$ cat src/rtl/serial_subtractor_pkg.sv
// Shared types and sizing helpers for the bit-serial subtractor.
// State encoding: IDLE=00, SHIFT=01, DONE=10; 11 recovers to IDLE.
package serial_subtractor_pkg;

    typedef enum logic [1:0] {
        IDLE  = 2'b00,
        SHIFT = 2'b01,
        DONE  = 2'b10
    } state_t;

    // Bit counter must be able to hold WIDTH itself
    function automatic int cnt_width(input int w);
        return $clog2(w + 1);
    endfunction

endpackage

$ cat src/rtl/full_subtractor_bit.sv
// One-bit full subtractor cell: d = a - b - bin, with borrow out.
// Purely combinational.
module full_subtractor_bit (
    input  logic a,
    input  logic b,
    input  logic bin,
    output logic d,
    output logic bout
);

    // Difference and borrow for a single bit position
    always_comb begin
        d    = a ^ b ^ bin;
        bout = (~a & b) | (~(a ^ b) & bin);
    end

endmodule

$ cat src/rtl/serial_subtractor.sv
// Bit-serial a - b, LSB first, one bit per clock, start/busy/done handshake.
// Define SERIAL_SUBTRACTOR_OVF_EN to build the signed overflow flag.
module serial_subtractor
    import serial_subtractor_pkg::*;
#(
    parameter int WIDTH = 8
) (
    input  logic             clk,
    input  logic             rst,
    input  logic             start,
    input  logic [WIDTH-1:0] a,
    input  logic [WIDTH-1:0] b,
    output logic             busy,
    output logic             done,
    output logic [WIDTH-1:0] diff,
    output logic             borrow_out,
    output logic             ovf
);

    localparam int CW = cnt_width(WIDTH);

    state_t           state;
    state_t           state_nxt;
    logic [WIDTH-1:0] a_sh;
    logic [WIDTH-1:0] b_sh;
    logic [WIDTH-1:0] res;
    logic [CW-1:0]    cnt;
    logic             bin;
    logic             d;
    logic             bout;
    logic             accept;
    logic             last;

    full_subtractor_bit u_cell (
        .a    (a_sh[0]),
        .b    (b_sh[0]),
        .bin  (bin),
        .d    (d),
        .bout (bout)
    );

    // Accept a request only when idle or finishing; flag the final bit
    always_comb begin
        accept = start && (state == IDLE || state == DONE);
        last   = (state == SHIFT) && (cnt == CW'(WIDTH - 1));
    end

    // State register
    always_ff @(posedge clk) begin
        if (rst) state <= IDLE;
        else     state <= state_nxt;
    end

    // Next-state logic; the unused encoding falls back to IDLE
    always_comb begin
        state_nxt = IDLE;
        case (state)
            IDLE:    state_nxt = start ? SHIFT : IDLE;
            SHIFT:   state_nxt = last ? DONE : SHIFT;
            DONE:    state_nxt = start ? SHIFT : IDLE;
            default: state_nxt = IDLE;
        endcase
    end

    // Status outputs decoded from the state register only
    always_comb begin
        busy = (state == SHIFT);
        done = (state == DONE);
    end

    // Operand/result shifting, borrow chain and result capture
    always_ff @(posedge clk) begin
        if (rst) begin
            a_sh       <= '0;
            b_sh       <= '0;
            res        <= '0;
            cnt        <= '0;
            bin        <= 1'b0;
            diff       <= '0;
            borrow_out <= 1'b0;
        end else if (accept) begin
            a_sh       <= a;
            b_sh       <= b;
            res        <= '0;
            cnt        <= '0;
            bin        <= 1'b0;
            diff       <= '0;
            borrow_out <= 1'b0;
        end else if (state == SHIFT) begin
            a_sh <= a_sh >> 1;
            b_sh <= b_sh >> 1;
            res  <= {d, res[WIDTH-1:1]};
            bin  <= bout;
            cnt  <= cnt + 1'b1;
            if (last) begin
                diff       <= {d, res[WIDTH-1:1]};
                borrow_out <= bout;
            end
        end
    end

`ifdef SERIAL_SUBTRACTOR_OVF_EN
    logic a_msb;
    logic b_msb;
    logic ovf_q;

    // Signed overflow: operand signs differ and result sign differs from a
    always_ff @(posedge clk) begin
        if (rst) begin
            a_msb <= 1'b0;
            b_msb <= 1'b0;
            ovf_q <= 1'b0;
        end else if (accept) begin
            a_msb <= a[WIDTH-1];
            b_msb <= b[WIDTH-1];
            ovf_q <= 1'b0;
        end else if (last) begin
            ovf_q <= (a_msb != b_msb) && (d != a_msb);
        end
    end

    assign ovf = ovf_q;
`else
    assign ovf = 1'b0;
`endif

endmodule

$ cat config.mk
export PLATFORM = sky130hd
export DESIGN_NAME = serial_subtractor
export DESIGN_NICKNAME = d
export VERILOG_FILES = /design/src/rtl/serial_subtractor_pkg.sv /design/src/rtl/full_subtractor_bit.sv /design/src/rtl/serial_subtractor.sv
export SDC_FILE = /design/constraint.sdc
export NUM_CORES = 1
export LEC_CHECK = 0
export ABC_AREA = 1
export BUFFER_PORTS_ARGS = -buffer_cell sky130_fd_sc_hd__buf_2
export CORE_MARGIN = 2
export CORE_UTILIZATION = 50
export DETAILED_ROUTE_END_ITERATION = 7
export MAX_ROUTING_LAYER = met4
export PLACE_DENSITY = 0.7
export SETUP_SLACK_MARGIN = 0.05
export SLEW_MARGIN = 20
export SYNTH_ARGS = -nofsm -noshare
export SYNTH_HDL_FRONTEND = slang
export SYNTH_SLANG_ARGS = --single-unit
$ cat constraint.sdc
create_clock -name clk -period 3.41 [get_ports clk]
set_clock_uncertainty 0.2 [all_clocks]
set_input_delay 0.5115 -clock clk [delete_from_list [all_inputs] [get_ports clk]]
set_output_delay 0.5115 -clock clk [all_outputs]
set_load 0.05 [all_outputs]
==> metrics.txt <==
synthesized cell area 0.00179 sq mm; power density over the cells 440 mW/mm^2; vias in the first global route between 1000 and 1500; Leak 0.952 nW; synthesis-to-finish area growth 9.00%; post-route ant nets 0; Hold Crit Class primary input to flop; DR pass1 iterations 4; Slew Viols, Final 0; Tightest Pin Transition between 0.6 and 0.7 ns; Crit Path Class flop to output pin; die footprint approximately 0.0041 sq mm; drt total wl between 3 and 4 mm; overall power around 860 uW; DR vias/cell 4.53; Peak Freq between 300 and 400 MHz; Yosys Warn Count 0; Nets between 200 and 300; Initial DRC Count 56; cts bufs inserted 5; pin count of the biggest net entering global routing 29; Clock Path Buffers 2; global-route wire length before repair between 5 and 6 mm; routability cong. about 0.77; Distinct cells, synth 24; Critical Path Fanout Max 28; Starting Density between 50% and 60%; RSZ-0062 raised after global routing false; period utilization between 70% and 80%; commonest non-fill, non-tap cell in the layout nand2_1; Worst EP arrival about 1.8 ns; Worst Setup Start Kind flop; worst r2r path cells 4; Final TNS setup 0 ns; routed len/inst slightly below 10 um; total number of vias approximately 1400; Die Y between 60 and 70 um; Port Buffers 29; post-layout minimum cycle time approximately 2.5 ns; hold depth 3; Avg Cell Area, Syn around 7.3 sq um; CTS resizes 0; Critical Path Slowest Stage Cell dfxtp_1; Sink Count 39; Final Hold Viols 0; hpwl dp about 2.1 mm; CP Cell Sequence nand2_8 -> inv_4 -> buf_2; Max rail drop VDD between 200 and 250 uV; CTS Hold Bufs 0; post-route cell area about 0.0020 sq mm; register bit total from synthesis 39; share of cells above drive strength 1 about a fifth; Die W 63.9 um; most frequent cells in the layout nand2_1, dfxtp_1, inv_1; Critical Path End Type output pin; All-Layer GR Usage about a fifth; status finished, final reports clean; Crit Reg-Reg Startpoint state[0]$_SDFF_PP0_; hold slack final between 0.15 and 0.2 ns; Rel. slew slack between 50% and 60%; CTS tree done; placed cell areas between 0.0015 and 0.002 sq mm; Syn Inst Count 245; num rows 21; post-synthesis net count approximately 270; Final setup viols 0; clock slew at reported path FFs roughly 0.11 ns; Congestion Overflow GR 0; H-tree levels 2; post-route DRC violation count 0; CP required roughly 2.7 ns; worst hold start b[7]; Seq/Total Area, Yosys between 40% and 50%; Min-Delay Endpoint b_sh[7]$_SDFFE_PP0P_; clock latency on the worst-skew pair about 0.36 ns; Root Buffer clkbuf_4; initial antenna violation count 0; Max stage delay on crit path around 0.73 ns; number of diodes 0; MaxCap Viol Count 0; IO Count 31; core area ~0.0034 sq mm; R2R Setup Slk 1.69 ns; reg2reg end diff[5]$_SDFFE_PP0P_; Setup Buffers After CTS 0
[metal layers]
layer  GRT usage (%)  vias to the layer above  wire length, um
li1                -                      798                -
met1            22.4                      624             1490
met2            29.9                       17             1430
met3            4.23                        5              114
met4            11.4                        0               61
met5               -                        -                0
[critical path, delay by kind of cell (launching register included)]
family	cells	cell delay (ns)
buffers and inverters	2	0.48
AND/OR/NAND/NOR	1	0.23
flip-flops	1	0.73
[cell families after synthesis]
group / Yosys count / synth area share (%)
AND/OR/NAND/NOR: 118 / 30.5
other: 1 / 0.209
flip-flops: 39 / 43.5
AO/OA/AOI/OAI: 34 / 9.69
buffers and inverters: 51 / 14.3
adder cells (fa/ha/maj): 2 / 1.81
[Yosys cell counts, drive strengths merged]
library cell   n  area (sq um)
dfxtp         39           781
conb           1          3.75
fa             1          20.0
ha             1          12.5
buf            9          93.8
nand3         15          75.1
a21oi         25           129
inv           42           163
nand2         63           280
nor3           1          5.00
nor2          39           186
o21ai          9          45.0
[area by class of cell]
type / count / area [sq um]
clock buffers: 5 / 37.5
clock inverters: 3 / 15.0
fillers: 339 / 1430
inverters: 42 / 163
multi-input cells: 155 / 757
flip-flops and latches: 39 / 781
well taps: 46 / 57.6
repair buffers: 29 / 145
[per-stage QoR]
step	utilization (%)	cells	setup slack (ns)
2_1_floorplan	-	245	1.59
3_3_place_gp	56.1	311	1.30
3_5_place_dp	56.1	311	1.27
4_1_cts	57.7	319	0.871
5_1_grt	57.7	319	0.786
6_report	57.7	319	0.896
[registers in the layout, indices dropped and copies added, names as in the netlist]
| register | cells |
|---|---|
| res | 7 |
| bin | 1 |
| borrow_out | 1 |
| cnt | 4 |
| diff | 8 |
| state | 2 |
| b_sh | 8 |
| a_sh | 8 |
[worst max path at each step]
stage	start	slack, ns	depth (start not counted)	end
3_3_place_gp	state[0]$_SDFF_PP0_	1.30	3	busy
2_1_floorplan	state[0]$_SDFF_PP0_	1.59	2	done
4_1_cts	state[0]$_SDFF_PP0_	0.87	3	busy
6_report	state[0]$_SDFF_PP0_	0.90	3	busy
5_1_grt	state[0]$_SDFF_PP0_	0.79	3	busy
3_5_place_dp	state[0]$_SDFF_PP0_	1.27	3	busy
[power breakdown]
part	internal [mW]	total, mW	switching, mW
sequential	0.481	0.496	0.0159
combinational	0.0458	0.132	0.0862
clock	0.0767	0.233	0.156
total	0.603	0.861	0.258
Note: power is estimated with default switching activity, not from simulation.
